## src/rtl/sprite_line_renderer_if.sv

```systemverilog
// sprite_line_renderer_if: job, pixel-word and line-buffer port bundle of the sprite line renderer
interface sprite_line_renderer_if;
   logic        line_start;
   logic        job_valid;
   logic        job_ready;
   logic [9:0]  job_x;
   logic [1:0]  job_width;
   logic        job_8bpp;
   logic        job_hflip;
   logic [1:0]  job_z;
   logic [3:0]  job_pal_off;
   logic [3:0]  job_coll_mask;
   logic        data_valid;
   logic        data_ready;
   logic [31:0] data_word;
   logic [9:0]  lb_rd_idx;
   logic [15:0] lb_rd_data;
   logic [9:0]  lb_wr_idx;
   logic [15:0] lb_wr_data;
   logic        lb_wr_en;
   logic [3:0]  collision;
   logic        busy;

   modport master (
      output line_start, job_valid, job_x, job_width, job_8bpp, job_hflip, job_z,
             job_pal_off, job_coll_mask, data_valid, data_word, lb_rd_data,
      input  job_ready, data_ready, lb_rd_idx, lb_wr_idx, lb_wr_data, lb_wr_en,
             collision, busy
   );

   modport slave (
      input  line_start, job_valid, job_x, job_width, job_8bpp, job_hflip, job_z,
             job_pal_off, job_coll_mask, data_valid, data_word, lb_rd_data,
      output job_ready, data_ready, lb_rd_idx, lb_wr_idx, lb_wr_data, lb_wr_en,
             collision, busy
   );
endinterface

```

## src/rtl/sprite_line_renderer.sv

```systemverilog
// sprite_line_renderer: draws one sprite row per job into the line buffer with z-merge and collision tracking
module sprite_line_renderer #(
   parameter int LINE_WIDTH = 640
) (
   input logic                   clk,
   input logic                   rst,
   sprite_line_renderer_if.slave bus
);
   typedef enum logic [1:0] {IDLE, RUN, DRAIN} state_t;

   state_t      state_q, state_d;
   logic [9:0]  x_q;
   logic [1:0]  w_q;
   logic        bpp8_q;
   logic        hflip_q;
   logic [1:0]  z_q;
   logic [3:0]  pal_q;
   logic [3:0]  mask_q;
   logic [4:0]  words_q, words_d;
   logic [31:0] sh_q, sh_d;
   logic [3:0]  cnt_q, cnt_d;
   logic [5:0]  pix_q, pix_d;
   logic        s1_v_q;
   logic [9:0]  s1_x_q;
   logic [7:0]  s1_col_q;
   logic [3:0]  collision_q;

   logic        accept;
   logic        issue;
   logic        take;
   logic [7:0]  raw;
   logic [7:0]  color;
   logic [9:0]  span;
   logic [9:0]  dest_x;
   logic        hit;
   logic [3:0]  old_mask;
   logic [1:0]  old_z;
   logic [15:0] merged;
   logic [3:0]  new_coll;
   logic        unused_rd_hi;

   assign accept          = bus.job_valid && state_q == IDLE;
   assign issue           = state_q == RUN && cnt_q != 4'd0;
   assign bus.data_ready  = state_q == RUN && words_q != 5'd0 && cnt_q <= 4'd1;
   assign take            = bus.data_valid && bus.data_ready;
   assign raw             = bpp8_q ? sh_q[31:24] : {4'b0, sh_q[31:28]};
   assign color           = raw[7:4] == 4'd0 ? {pal_q, raw[3:0]} : raw;
   assign span            = (10'd8 << w_q) - 10'd1;
   assign dest_x          = hflip_q ? x_q + span - {4'b0, pix_q} : x_q + {4'b0, pix_q};
   assign hit             = issue && raw != 8'd0 && int'(dest_x) < LINE_WIDTH && z_q != 2'd0;
   assign old_mask        = bus.lb_rd_data[13:10];
   assign old_z           = bus.lb_rd_data[9:8];
   assign unused_rd_hi    = ^bus.lb_rd_data[15:14];
   assign merged          = {2'b00, old_mask | mask_q,
                             z_q > old_z ? {z_q, s1_col_q} : bus.lb_rd_data[9:0]};
   assign new_coll        = s1_v_q ? old_mask & mask_q : 4'd0;
   assign bus.job_ready   = state_q == IDLE;
   assign bus.busy        = state_q != IDLE;
   assign bus.lb_rd_idx   = issue ? dest_x : 10'd0;
   assign bus.lb_wr_en    = s1_v_q;
   assign bus.lb_wr_idx   = s1_x_q;
   assign bus.lb_wr_data  = s1_v_q ? merged : 16'd0;
   assign bus.collision   = collision_q;

   // next-state: job accept, word load / pixel shift, and end-of-row detection
   always_comb begin
      state_d = state_q;
      words_d = words_q;
      sh_d    = sh_q;
      cnt_d   = cnt_q;
      pix_d   = pix_q;
      unique case (state_q)
         IDLE: begin
            state_d = accept ? RUN : IDLE;
            words_d = accept ? (bus.job_8bpp ? 5'd2 << bus.job_width : 5'd1 << bus.job_width) : words_q;
            cnt_d   = accept ? 4'd0 : cnt_q;
            pix_d   = accept ? 6'd0 : pix_q;
         end
         RUN: begin
            sh_d    = take ? bus.data_word : issue ? (bpp8_q ? sh_q << 8 : sh_q << 4) : sh_q;
            cnt_d   = take ? (bpp8_q ? 4'd4 : 4'd8) : issue ? cnt_q - 4'd1 : cnt_q;
            words_d = take ? words_q - 5'd1 : words_q;
            pix_d   = issue ? pix_q + 6'd1 : pix_q;
            state_d = issue && cnt_q == 4'd1 && words_q == 5'd0 ? DRAIN : RUN;
         end
         DRAIN: state_d = IDLE;
         default: state_d = IDLE;
      endcase
   end

   // control state, shifter and latched job descriptor
   always_ff @(posedge clk or posedge rst) begin
      if (rst) begin
         state_q <= IDLE;
         words_q <= '0;
         sh_q    <= '0;
         cnt_q   <= '0;
         pix_q   <= '0;
         x_q     <= '0;
         w_q     <= '0;
         bpp8_q  <= 1'b0;
         hflip_q <= 1'b0;
         z_q     <= '0;
         pal_q   <= '0;
         mask_q  <= '0;
      end else begin
         state_q <= state_d;
         words_q <= words_d;
         sh_q    <= sh_d;
         cnt_q   <= cnt_d;
         pix_q   <= pix_d;
         if (accept) begin
            x_q     <= bus.job_x;
            w_q     <= bus.job_width;
            bpp8_q  <= bus.job_8bpp;
            hflip_q <= bus.job_hflip;
            z_q     <= bus.job_z;
            pal_q   <= bus.job_pal_off;
            mask_q  <= bus.job_coll_mask;
         end
      end
   end

   // read-to-write pipeline stage and collision accumulator (line_start clears before new bits)
   always_ff @(posedge clk or posedge rst) begin
      if (rst) begin
         s1_v_q      <= 1'b0;
         s1_x_q      <= '0;
         s1_col_q    <= '0;
         collision_q <= '0;
      end else begin
         s1_v_q      <= hit;
         s1_x_q      <= issue ? dest_x : s1_x_q;
         s1_col_q    <= issue ? color : s1_col_q;
         collision_q <= (bus.line_start ? 4'd0 : collision_q) | new_coll;
      end
   end
endmodule

```

## src/flat_wrapper.sv

```systemverilog
// flat-port wrapper written by rule: the top's interface ports become plain ports
module sprite_line_renderer_flat 
#(
   parameter int LINE_WIDTH = 640
)
  (clk, rst, bus_line_start, bus_job_valid, bus_job_x, bus_job_width, bus_job_8bpp, bus_job_hflip, bus_job_z, bus_job_pal_off, bus_job_coll_mask, bus_data_valid, bus_data_word, bus_lb_rd_data, bus_job_ready, bus_data_ready, bus_lb_rd_idx, bus_lb_wr_idx, bus_lb_wr_data, bus_lb_wr_en, bus_collision, bus_busy);
  sprite_line_renderer_if bus_i ();
  input logic clk;
  input logic rst;
  input wire logic [$bits(bus_i.line_start)-1:0] bus_line_start;
  input wire logic [$bits(bus_i.job_valid)-1:0] bus_job_valid;
  input wire logic [$bits(bus_i.job_x)-1:0] bus_job_x;
  input wire logic [$bits(bus_i.job_width)-1:0] bus_job_width;
  input wire logic [$bits(bus_i.job_8bpp)-1:0] bus_job_8bpp;
  input wire logic [$bits(bus_i.job_hflip)-1:0] bus_job_hflip;
  input wire logic [$bits(bus_i.job_z)-1:0] bus_job_z;
  input wire logic [$bits(bus_i.job_pal_off)-1:0] bus_job_pal_off;
  input wire logic [$bits(bus_i.job_coll_mask)-1:0] bus_job_coll_mask;
  input wire logic [$bits(bus_i.data_valid)-1:0] bus_data_valid;
  input wire logic [$bits(bus_i.data_word)-1:0] bus_data_word;
  input wire logic [$bits(bus_i.lb_rd_data)-1:0] bus_lb_rd_data;
  output wire logic [$bits(bus_i.job_ready)-1:0] bus_job_ready;
  output wire logic [$bits(bus_i.data_ready)-1:0] bus_data_ready;
  output wire logic [$bits(bus_i.lb_rd_idx)-1:0] bus_lb_rd_idx;
  output wire logic [$bits(bus_i.lb_wr_idx)-1:0] bus_lb_wr_idx;
  output wire logic [$bits(bus_i.lb_wr_data)-1:0] bus_lb_wr_data;
  output wire logic [$bits(bus_i.lb_wr_en)-1:0] bus_lb_wr_en;
  output wire logic [$bits(bus_i.collision)-1:0] bus_collision;
  output wire logic [$bits(bus_i.busy)-1:0] bus_busy;
  assign bus_i.line_start = bus_line_start;
  assign bus_i.job_valid = bus_job_valid;
  assign bus_i.job_x = bus_job_x;
  assign bus_i.job_width = bus_job_width;
  assign bus_i.job_8bpp = bus_job_8bpp;
  assign bus_i.job_hflip = bus_job_hflip;
  assign bus_i.job_z = bus_job_z;
  assign bus_i.job_pal_off = bus_job_pal_off;
  assign bus_i.job_coll_mask = bus_job_coll_mask;
  assign bus_i.data_valid = bus_data_valid;
  assign bus_i.data_word = bus_data_word;
  assign bus_i.lb_rd_data = bus_lb_rd_data;
  assign bus_job_ready = bus_i.job_ready;
  assign bus_data_ready = bus_i.data_ready;
  assign bus_lb_rd_idx = bus_i.lb_rd_idx;
  assign bus_lb_wr_idx = bus_i.lb_wr_idx;
  assign bus_lb_wr_data = bus_i.lb_wr_data;
  assign bus_lb_wr_en = bus_i.lb_wr_en;
  assign bus_collision = bus_i.collision;
  assign bus_busy = bus_i.busy;
  sprite_line_renderer #(.LINE_WIDTH(LINE_WIDTH)) u_core (.clk(clk), .rst(rst), .bus(bus_i));
endmodule
```

## config.mk

```make
export PLATFORM = sky130hd
export DESIGN_NAME = sprite_line_renderer_flat
export DESIGN_NICKNAME = d
export VERILOG_FILES = /design/src/rtl/sprite_line_renderer_if.sv /design/src/rtl/sprite_line_renderer.sv /design/src/flat_wrapper.sv
export SDC_FILE = /design/constraint.sdc
export NUM_CORES = 1
export LEC_CHECK = 0
export CAP_MARGIN = 20
export CORE_MARGIN = 3
export CORE_UTILIZATION = 52
export DETAILED_ROUTE_END_ITERATION = 7
export GPL_TIMING_DRIVEN = 1
export PLACE_DENSITY = 0.91
export SYNTH_ARGS = -nofsm -noshare
export SYNTH_HDL_FRONTEND = slang
export SYNTH_SLANG_ARGS = --single-unit
```

## constraint.sdc

```tcl
create_clock -name clk -period 4.3 [get_ports clk]
set_clock_uncertainty 0.2 [all_clocks]
set_input_delay 0.86 -clock clk [delete_from_list [all_inputs] [get_ports clk]]
set_output_delay 0.86 -clock clk [all_outputs]
set_load 0.01 [all_outputs]
```

==> results.json, run 1 <==
{
  "clock-sinks": 96,
  "cp-start-kind": "flip-flop",
  "wl_met1_um": 6070,
  "synth_cells": 655,
  "clock.fmax_mhz": 238,
  "grt_usage_pct": 23.3,
  "grt_pass1_vias": 5118,
  "slew_headroom_pct": 30.5,
  "crit_chain": "or2_2, fa_1, inv_1, ha_4, a211oi_2, o21ai_2, o31ai_2, xor2_1, mux2i_1, and2_4, dlygate4sd2_1",
  "drt_iter0_markers": 405,
  "synth_flop_cell": "dfrtp_1",
  "nets": 871,
  "htreeDepth": 3,
  "finalHoldViolations": 0,
  "finalMaxSlewViolations": 0,
  "tightest_slew_ps": 1040,
  "arrival_ps": 3140,
  "routed.top_layer": "met4",
  "drive_gt1_share_pct": 7.47,
  "power_density_nw_per_um2": 908,
  "path_class": "flip-flop to primary output",
  "totalWireLength_um": 14800,
  "grt_pass1_wl_um": 24000,
  "hpwl_um": 10200,
  "ys_warn_count": 0,
  "clk_pin_slew_ps": 90,
  "route.met2.wl_um": 7450,
  "fin_crit_sh_pct": 97.7,
  "port-buffer-count": 116,
  "numCtsBuffers": 9,
  "dp_cells": 881,
  "diodes": 0,
  "ir_worst_vdd_v": 0.000622,
  "vias_per_cell": 5.72,
  "final_core_util_pct": 69.5,
  "core_region_area_um2": 10500,
  "grt_overflow_total": 0,
  "worstPathMaxFanout": 5,
  "post_drt_wl_per_cell_um": 16.5,
  "dr_wl_met3_um": 858,
  "worstHoldPathType": "flip-flop to flip-flop",
  "root_buffer": "clkbuf_8",
  "cap_viol_max_count": 0,
  "die_area_um2": 12300,
  "fin_crit_ps": 4200,
  "die_h_um": 111,
  "drc": 0,
  "synth-seq-area-share_pct": 42.0,
  "synth_area_um2": 5720,
  "critPathTopFamily": "adder cells",
  "yosys.cell_types.count": 54,
  "slowest_delay_ps": 480,
  "synthArstFlopShare_pct": 100,
  "fin_cells": 899,
  "postRouteAntennaNets": 0,
  "cp-end-kind": "primary output",
  "synth_edf_count": 0,
  "cp_slowest_cell": "fa_1",
  "initial_utilization_pct": 54.5,
  "worstPathRequired_ps": 3240,
  "clockBufferDepth": 2,
  "run_status": "completed",
  "grt_max_degree": 72,
  "cp_num_buf_inv": 2,
  "leakagePower_nw": 3.31,
  "die_width_um": 111,
  "area_growth_pct": 27.7,
  "r2r_setup_slack_ps": 1200,
  "insertion_delay_ps": 370,
  "firstDrtPassIters": 5,
  "synth-seq-cells": 96,
  "cts_tree": "yes",
  "setup_viol": 0,
  "top_level_ports": 121,
  "antenna_found_initial": 0,
  "globalplace.congestion": 0.886,
  "fp-row-count": 37,
  "syn_area_per_cell_um2": 8.74,
  "vias": 5143
}
==> path summary, 6_finish.rpt <==
| kind | to | from | depth (start not counted) |
|---|---|---|---|
| setup / recovery | bus_lb_rd_idx[8] | u_core.w_q[1] | 11 |
| hold / removal | u_core.bus.lb_wr_idx[0] | u_core.bus.lb_wr_idx[0] | 1 |
| setup reg to reg | u_core.bus.lb_wr_idx[9] | u_core.w_q[0] | 13 |
| hold reg to reg | u_core.bus.lb_wr_idx[0] | u_core.bus.lb_wr_idx[0] | 1 |
| max in group asynchronous | u_core.bus.lb_wr_idx[1] | rst | 3 |
| min in group asynchronous | u_core.sh_q[25] | rst | 2 |
==> worst register-to-register path: stages, from the launching register on <==
cell and delay (ps):
dfrtp_1 380, buf_4 140, nand2b_1 150, fa_1 490, inv_1 70, ha_4 290
o211a_1 200, o31ai_4 90, a21oi_2 200, xnor2_2 140, a21oi_2 80, xnor2_1 170
buf_4 140, mux2_2 260
==> state kept, by name (all words and copies together), names as in the netlist <==
| signal | flops |
|---|---|
| u_core.bus.collision | 4 |
| u_core.bpp8_q | 1 |
| u_core.hflip_q | 1 |
| u_core.cnt_q | 4 |
| u_core.state_q | 2 |
| u_core.pal_q | 4 |
| u_core.bus.lb_wr_en | 1 |
| u_core.pix_q | 6 |
| u_core.x_q | 10 |
| u_core.words_q | 5 |
| u_core.sh_q | 32 |
| u_core.s1_col_q | 8 |
| u_core.bus.lb_wr_idx | 10 |
| u_core.z_q | 2 |
| u_core.mask_q | 4 |
| u_core.w_q | 2 |
==> cell usage after synthesis (2+ instances only) <==
library cell,n,area [um^2]
a31oi_1,2,12.5
mux2i_1,39,390
clkbuf_2,2,10.0
nor3_1,7,35.0
nor2b_1,13,81.3
buf_4,3,22.5
a211oi_1,5,37.5
nor4b_2,2,30.0
nand4_1,2,12.5
a21o_1,11,82.6
nand3b_1,2,15.0
o21a_1,7,52.6
nor4_1,2,12.5
dfrtp_1,96,2400
buf_1,4,15.0
a21oi_1,47,235
ha_1,29,363
buf_2,10,50.1
nand3_1,11,55.1
clkbuf_1,18,67.6
nand2_1,102,383
nor3b_1,4,30.0
o31ai_1,5,37.5
nand2b_1,11,68.8
fa_1,5,100
and2_1,5,31.3
o22a_1,2,17.5
xor2_1,8,70.1
xnor2_1,7,61.3
nor2_1,65,244
or2_2,2,12.5
inv_1,39,146
o21ai_0,63,315
a221oi_1,5,43.8
==> cells in the final DEF, fill, tap and decap left out, types with 3 or more instances in the layout <==
cell | netlist | layout
clkdlybuf4s50_1 | 0 | 110
nand2_1 | 102 | 101
dfrtp_1 | 96 | 95
nor2_1 | 65 | 65
o21ai_0 | 63 | 62
a21oi_1 | 47 | 45
mux2i_1 | 39 | 39
inv_1 | 39 | 38
ha_1 | 29 | 25
buf_4 | 3 | 14
nor2b_1 | 13 | 12
nand2b_1 | 11 | 11
a21o_1 | 11 | 11
nand3_1 | 11 | 11
clkbuf_8 | 0 | 10
xor2_1 | 8 | 8
nor3_1 | 7 | 7
o21a_1 | 7 | 7
xnor2_1 | 7 | 6
a221oi_1 | 5 | 5
fa_1 | 5 | 5
nor3b_1 | 4 | 4
dlygate4sd2_1 | 0 | 4
a211oi_1 | 5 | 3
and2_1 | 5 | 3
a21oi_2 | 1 | 3
o31ai_1 | 5 | 3
ha_4 | 0 | 3
==> timing repair <==
action,4_1_cts,5_1_grt
endpoints found under the setup margin,6,5
pin swaps,7,10
resized for setup,16,14
hold buffers,0,0
setup buffers,2,2
==> report_power, final <==
| part | internal, mW | switching, mW |
|---|---|---|
| Combinational | 2.09 | 2.23 |
| Clock | 0.279 | 0.308 |
| Sequential | 1.29 | 0.430 |
==> area by class of cell <==
| class | instances | area [um^2] |
|---|---|---|
| clock inverter | 3 | 43.8 |
| clock buffer | 11 | 141 |
| fill | 742 | 3200 |
| multi-input combinational | 483 | 3120 |
| timing repair buffer | 131 | 1280 |
| sequential | 96 | 2400 |
| tap | 136 | 170 |
| inverter | 39 | 148 |
==> per-layer routing <==
layer  track usage (%)  vias up
met1              28.9     2472
li1                  -     2421
met5                 0        -
met3              3.33       46
met2              41.7      204
met4              7.55        0
==> logic make-up (layout without fill, tap and decap cells) <==
group,count (synthesis),after routing,share of synthesized area [%]
simple gates,233,233,18.3
other cells,1,2,0.0655
flops,96,96,42.0
xor+xnor,15,15,2.30
compound gates,159,159,16.6
buf+inv,77,184,5.64
fa+ha+maj,34,34,8.09
mux,40,40,7.02
==> stage by stage <==
step | area, um^2 | setup slack (ps) | TNS, ps | power [mW] | hold WS (ps)
final | 7310 | 100 | 0 | 6.63 | 290
after global placement | 6980 | 68.8 | 0 | 5.30 | 260
after global routing | 7310 | -21.8 | -23.4 | 7.13 | 314
after detailed placement | 6980 | -21.6 | -21.6 | 5.52 | 267
after CTS | 7210 | -74.8 | -74.8 | 6.20 | 286
after floorplan | 5730 | 614 | 0 | 4.18 | 246
No activity file was read; power rests on OpenSTA's default activity.
==> run 2: changes to the inputs <==
--- a/config.mk
+++ b/config.mk
@@ -6,7 +6,7 @@
 export NUM_CORES = 1
 export LEC_CHECK = 0
 export CAP_MARGIN = 20
-export CORE_MARGIN = 3
+export CORE_MARGIN = 4
 export CORE_UTILIZATION = 52
 export DETAILED_ROUTE_END_ITERATION = 7
 export GPL_TIMING_DRIVEN = 1
==> results.json, run 2 (synthesis gave the netlist of run 1 again) <==
{
  "clock.fmax_mhz": 237,
  "insertion_delay_ps": 370,
  "slew_headroom_pct": 29.9,
  "clock-sinks": 96,
  "drive_gt1_share_pct": 7.59,
  "drt_iter0_markers": 349,
  "finalHoldViolations": 0,
  "tightest_slew_ps": 1050,
  "ir_worst_vdd_v": 0.000631,
  "die_area_um2": 12700,
  "top_level_ports": 121,
  "grt_overflow_total": 0,
  "hpwl_um": 10200,
  "worstPathRequired_ps": 3240,
  "largest_reg_flops": 32,
  "dpl_cell_area_um2": 6980,
  "htreeDepth": 3,
  "fin_cells": 904,
  "top_register": "u_core.sh_q",
  "antenna_found_initial": 0,
  "cap_viol_max_count": 0,
  "nets": 870,
  "grt_pass1_wl_um": 24000,
  "most-common-layout-cells": "clkdlybuf4s50_1 (110), nand2_1 (101), dfrtp_1 (95)",
  "grt_max_degree": 65,
  "grt_pass1_vias": 5223,
  "core_region_area_um2": 10800,
  "area_growth_pct": 27.3,
  "path_class": "flip-flop to primary output",
  "diodes": 0,
  "numCtsBuffers": 9,
  "port-buffer-count": 116,
  "post-place-ws_ps": -35.4,
  "hold_buffers": 0,
  "final_common_cell": "clkdlybuf4s50_1",
  "post_drt_wl_per_cell_um": 15.7,
  "dp_cells": 886,
  "final_area_um2": 7280,
  "num-fill-cells": 789,
  "vias": 5045,
  "worstHoldPathType": "flip-flop to flip-flop",
  "worstPathMaxFanout": 3,
  "whs_ps": 289,
  "globalplace.congestion": 0.909,
  "use_met1_pct": 29.2,
  "fin_crit_sh_pct": 98.1,
  "fin_crit_ps": 4220,
  "cp-start-kind": "flip-flop",
  "clockBufferDepth": 2,
  "die_width_um": 113,
  "clk_pin_slew_ps": 90,
  "leakagePower_nw": 3.30,
  "arrival_ps": 3160,
  "grtUsageMet3_pct": 3.90,
  "grt_usage_pct": 22.7,
  "power_density_nw_per_um2": 887,
  "drc": 0,
  "postRouteAntennaNets": 0,
  "firstDrtPassIters": 5,
  "run_status": "completed",
  "cp-end-kind": "primary output",
  "finalMaxSlewViolations": 0,
  "die_h_um": 113,
  "grtUsageMet2_pct": 38.7,
  "total_power_mw": 6.46,
  "root_buffer": "clkbuf_8",
  "timing.final.ws_setup_ps": 81.6,
  "grt-busiest-layer": "met2",
  "setup_viol": 0,
  "fp-row-count": 38,
  "totalWireLength_um": 14200,
  "initial_utilization_pct": 53.0,
  "cts_tree": "yes",
  "vias_per_cell": 5.58
}
[run 2: changes by cell type in the layout (fill, tap and decap cells not counted), sizes merged]
cell / delta
bufinv: +1
buf: -1
dlymetal6s2s: -1
inv: +4
clkinvlp: +1
dlygate4sd2: -1
clkinv: -2
[run 2: power breakdown]
group / switching, mW / internal (mW) / leakage, nW
clock network: 0.332 / 0.335 / 0.112
logic: 2.11 / 1.97 / 1.97
registers: 0.423 / 1.29 / 1.21
total: 2.86 / 3.59 / 3.30
[run 2: per-stage QoR]
stage | utilization [%] | TNS, ps
floorplan | - | 0
global placement | 64.7 | 0
global route | 67.5 | -76.4
finish | 67.5 | 0
detailed placement | 64.7 | -35.4
CTS | 67.0 | -138
[run 2: metal layers]
metal  share of wire [%]  vias to the layer above  wire [um]
met3                 5.5                       30        783
li1                    -                     2417          -
met1                  42                     2423       5970
met5                   0                        -          0
met2                  50                      175       7050
met4                 2.5                        0        354
[run 2: area by class of cell]
type / instances / area (um^2) / area share [%]
Clock buffer: 9 / 124 / 1.70
Clock inverter: 7 / 101 / 1.39
Inverter: 39 / 149 / 2.04
Multi-Input combinational cell: 483 / 3080 / 42.3
Sequential cell: 96 / 2400 / 33.0
Tap cell: 140 / 175 / 2.40
Timing Repair Buffer: 130 / 1250 / 17.1
[run 2: timing repair]
action                     in CTS  in global routing
pin swaps                       7                 11
setup buffers                   1                  1
resized for setup              13                 15
setup endpoints to repair       6                  6
[run 2: path summary, 6_finish.rpt]
check | slack (ps) | depth (start not counted) | startpoint | endpoint
worst min-delay path | 290 | 1 | u_core.bus.lb_wr_idx[7] | u_core.bus.lb_wr_idx[7]
worst max register to register | 1020 | 13 | u_core.w_q[1] | u_core.bus.lb_wr_idx[9]
min in group asynchronous | 730 | 2 | rst | u_core.s1_col_q[3]
max in group asynchronous | 2410 | 3 | rst | u_core.sh_q[29]
worst max-delay path | 80 | 12 | u_core.w_q[1] | bus_lb_rd_idx[9]
worst min register to register | 290 | 1 | u_core.bus.lb_wr_idx[7] | u_core.bus.lb_wr_idx[7]
[run 2: critical path: stages, from the launching register on]
cell and delay (ps):
dfrtp_1 400, or2_4 260, fa_1 470, inv_1 60, ha_4 210, nor2b_1 140, o31ai_2 340, a21oi_2 120
xnor2_1 210, a21oi_2 90, xnor2_1 190, and2_1 160, buf_2 130
==> run 3: changes to the inputs <==
--- a/config.mk
+++ b/config.mk
@@ -11,6 +11,7 @@
 export DETAILED_ROUTE_END_ITERATION = 7
 export GPL_TIMING_DRIVEN = 1
 export PLACE_DENSITY = 0.91
+export SKIP_LAST_GASP = 1
 export SYNTH_ARGS = -nofsm -noshare
 export SYNTH_HDL_FRONTEND = slang
 export SYNTH_SLANG_ARGS = --single-unit
==> results.json, run 3 (synthesis gave the netlist of run 1 again) <==
{
  "run_status": "completed",
  "fin_crit_sh_pct": 99.4,
  "cp-end-kind": "primary output",
  "clock-sinks": 96,
  "drt_iter0_markers": 310,
  "drc": 0,
  "grt_usage_pct": 22.7,
  "insertion_delay_ps": 370,
  "worstHoldPathType": "flip-flop to flip-flop",
  "worstHoldStart": "u_core.bus.lb_wr_idx[7]",
  "firstDrtPassIters": 5,
  "finalMaxSlewViolations": 0,
  "routed.top_layer": "met4",
  "tightest_slew_ps": 1050,
  "hold_buffers": 0,
  "worstPathMaxFanout": 5,
  "vias_per_cell": 5.61,
  "die_h_um": 113,
  "crit_chain": "buf_4, nand2b_1, fa_1, inv_1, ha_1, a2111oi_1, a21oi_2, xnor2_1, a21oi_2, xnor2_1, and2_1, buf_2",
  "initial_utilization_pct": 53.0,
  "final_common_cell": "clkdlybuf4s50_1",
  "largest_reg_flops": 32,
  "finalHoldViolations": 0,
  "cp_slowest_cell": "a2111oi_1",
  "ir_worst_vdd_v": 0.000630,
  "die_width_um": 113,
  "whs_endpoint": "u_core.bus.lb_wr_idx[7]",
  "cp-start-kind": "flip-flop",
  "ff2ff_path_depth": 13,
  "postRouteAntennaNets": 0,
  "hold_path_depth": 1,
  "most-common-layout-cells": "clkdlybuf4s50_1 (110), nand2_1 (101), dfrtp_1 (95)",
  "leakagePower_nw": 3.29,
  "r2r_start": "u_core.w_q[0]",
  "globalplace.congestion": 0.909,
  "dpl_cell_area_um2": 6980,
  "slew_headroom_pct": 30.2,
  "grt_pass1_wl_um": 24000,
  "clk_pin_slew_ps": 90,
  "totalWireLength_um": 14200,
  "power_density_nw_per_um2": 885,
  "path_class": "flip-flop to primary output",
  "dr_wl_met3_um": 795,
  "grt_max_degree": 65,
  "fin_crit_ps": 4280,
  "diodes": 0,
  "r2r_setup_slack_ps": 960,
  "wl_met1_um": 5960,
  "cap_viol_max_count": 0,
  "port-buffer-count": 116,
  "hpwl_um": 10200,
  "die_area_um2": 12700,
  "nets": 870,
  "grt_overflow_total": 0,
  "rsz0062_at_grt": "true",
  "clock.fmax_mhz": 234,
  "worstPathRequired_ps": 3240,
  "fin_cells": 904,
  "antenna_found_initial": 0,
  "slowest_delay_ps": 540,
  "root_buffer": "clkbuf_8",
  "route.met2.wl_um": 7040,
  "post_drt_wl_per_cell_um": 15.7,
  "vias": 5075,
  "grt_pass1_vias": 5221,
  "clockBufferDepth": 2,
  "drive_gt1_share_pct": 7.46,
  "htreeDepth": 3,
  "numCtsBuffers": 9,
  "core_region_area_um2": 10800,
  "dp_cells": 886,
  "arrival_ps": 3220,
  "final_area_um2": 7280,
  "top_level_ports": 121,
  "top_register": "u_core.sh_q",
  "r2r-end": "u_core.bus.lb_wr_idx[9]",
  "cts_tree": "yes",
  "setup_viol": 0,
  "fp-row-count": 38,
  "total_power_mw": 6.44,
  "area_growth_pct": 27.2
}
==> run 3: cell counts in the layout (fill, tap and decap cells not counted) <==
No cell type changed its count.
==> run 3: worst max-delay path by stage <==
stage	start	to	slack [ps]	depth (start not counted)
after floorplan	u_core.w_q[1]	bus_lb_rd_idx[9]	610	11
after global placement	u_core.w_q[1]	bus_lb_rd_idx[9]	60	12
after detailed placement	u_core.w_q[1]	bus_lb_rd_idx[9]	-40	12
after CTS	u_core.w_q[1]	bus_lb_rd_idx[9]	-110	12
after global routing	u_core.w_q[0]	bus_lb_rd_idx[9]	-260	12
final	u_core.w_q[0]	bus_lb_rd_idx[9]	20	12
==> run 3: report_power, final <==
part / total, mW / switching (mW) / internal [mW]
clock network: 0.666 / 0.332 / 0.335
registers: 1.71 / 0.423 / 1.29
logic: 4.07 / 2.10 / 1.97
total: 6.44 / 2.86 / 3.59
==> run 3: repair_timing <==
| action | in CTS | in global routing |
|---|---|---|
| pin swaps | 7 | 11 |
| endpoints found under the setup margin | 6 | 6 |
| resized for setup | 13 | 14 |
| buffers inserted | 1 | 1 |
==> run 3: critical path: cells and delay by family, from the launching register on <==
kind,cells,cell delay [ps]
fa+ha+maj,2,660
compound gates,3,750
flops,1,380
xor+xnor,2,400
buf+inv,3,360
simple gates,2,310
==> run 3: cell type report <==
type	instances	area, um^2
multi-input combinational	483	3080
timing repair buffer	130	1250
sequential	96	2400
clock buffer	9	124
tap	140	175
fill	791	3510
inverter	39	149
clock inverter	7	101
==> run 3: metal layers <==
metal	vias to the layer above	track usage (%)
met5	-	0
met4	0	8.33
met3	29	3.90
met2	181	38.7
met1	2444	29.2
li1	2421	-
==> run 3: metrics by stage <==
stage,hold WS [ps],worst slack (ps),util [%],setup TNS (ps)
after global routing,301,-258,67.4,-258
after global placement,261,62.4,64.7,0
after floorplan,246,614,-,0
after detailed placement,268,-35.4,64.7,-35.4
after CTS,291,-106,67.0,-138
final,289,23.8,67.4,0
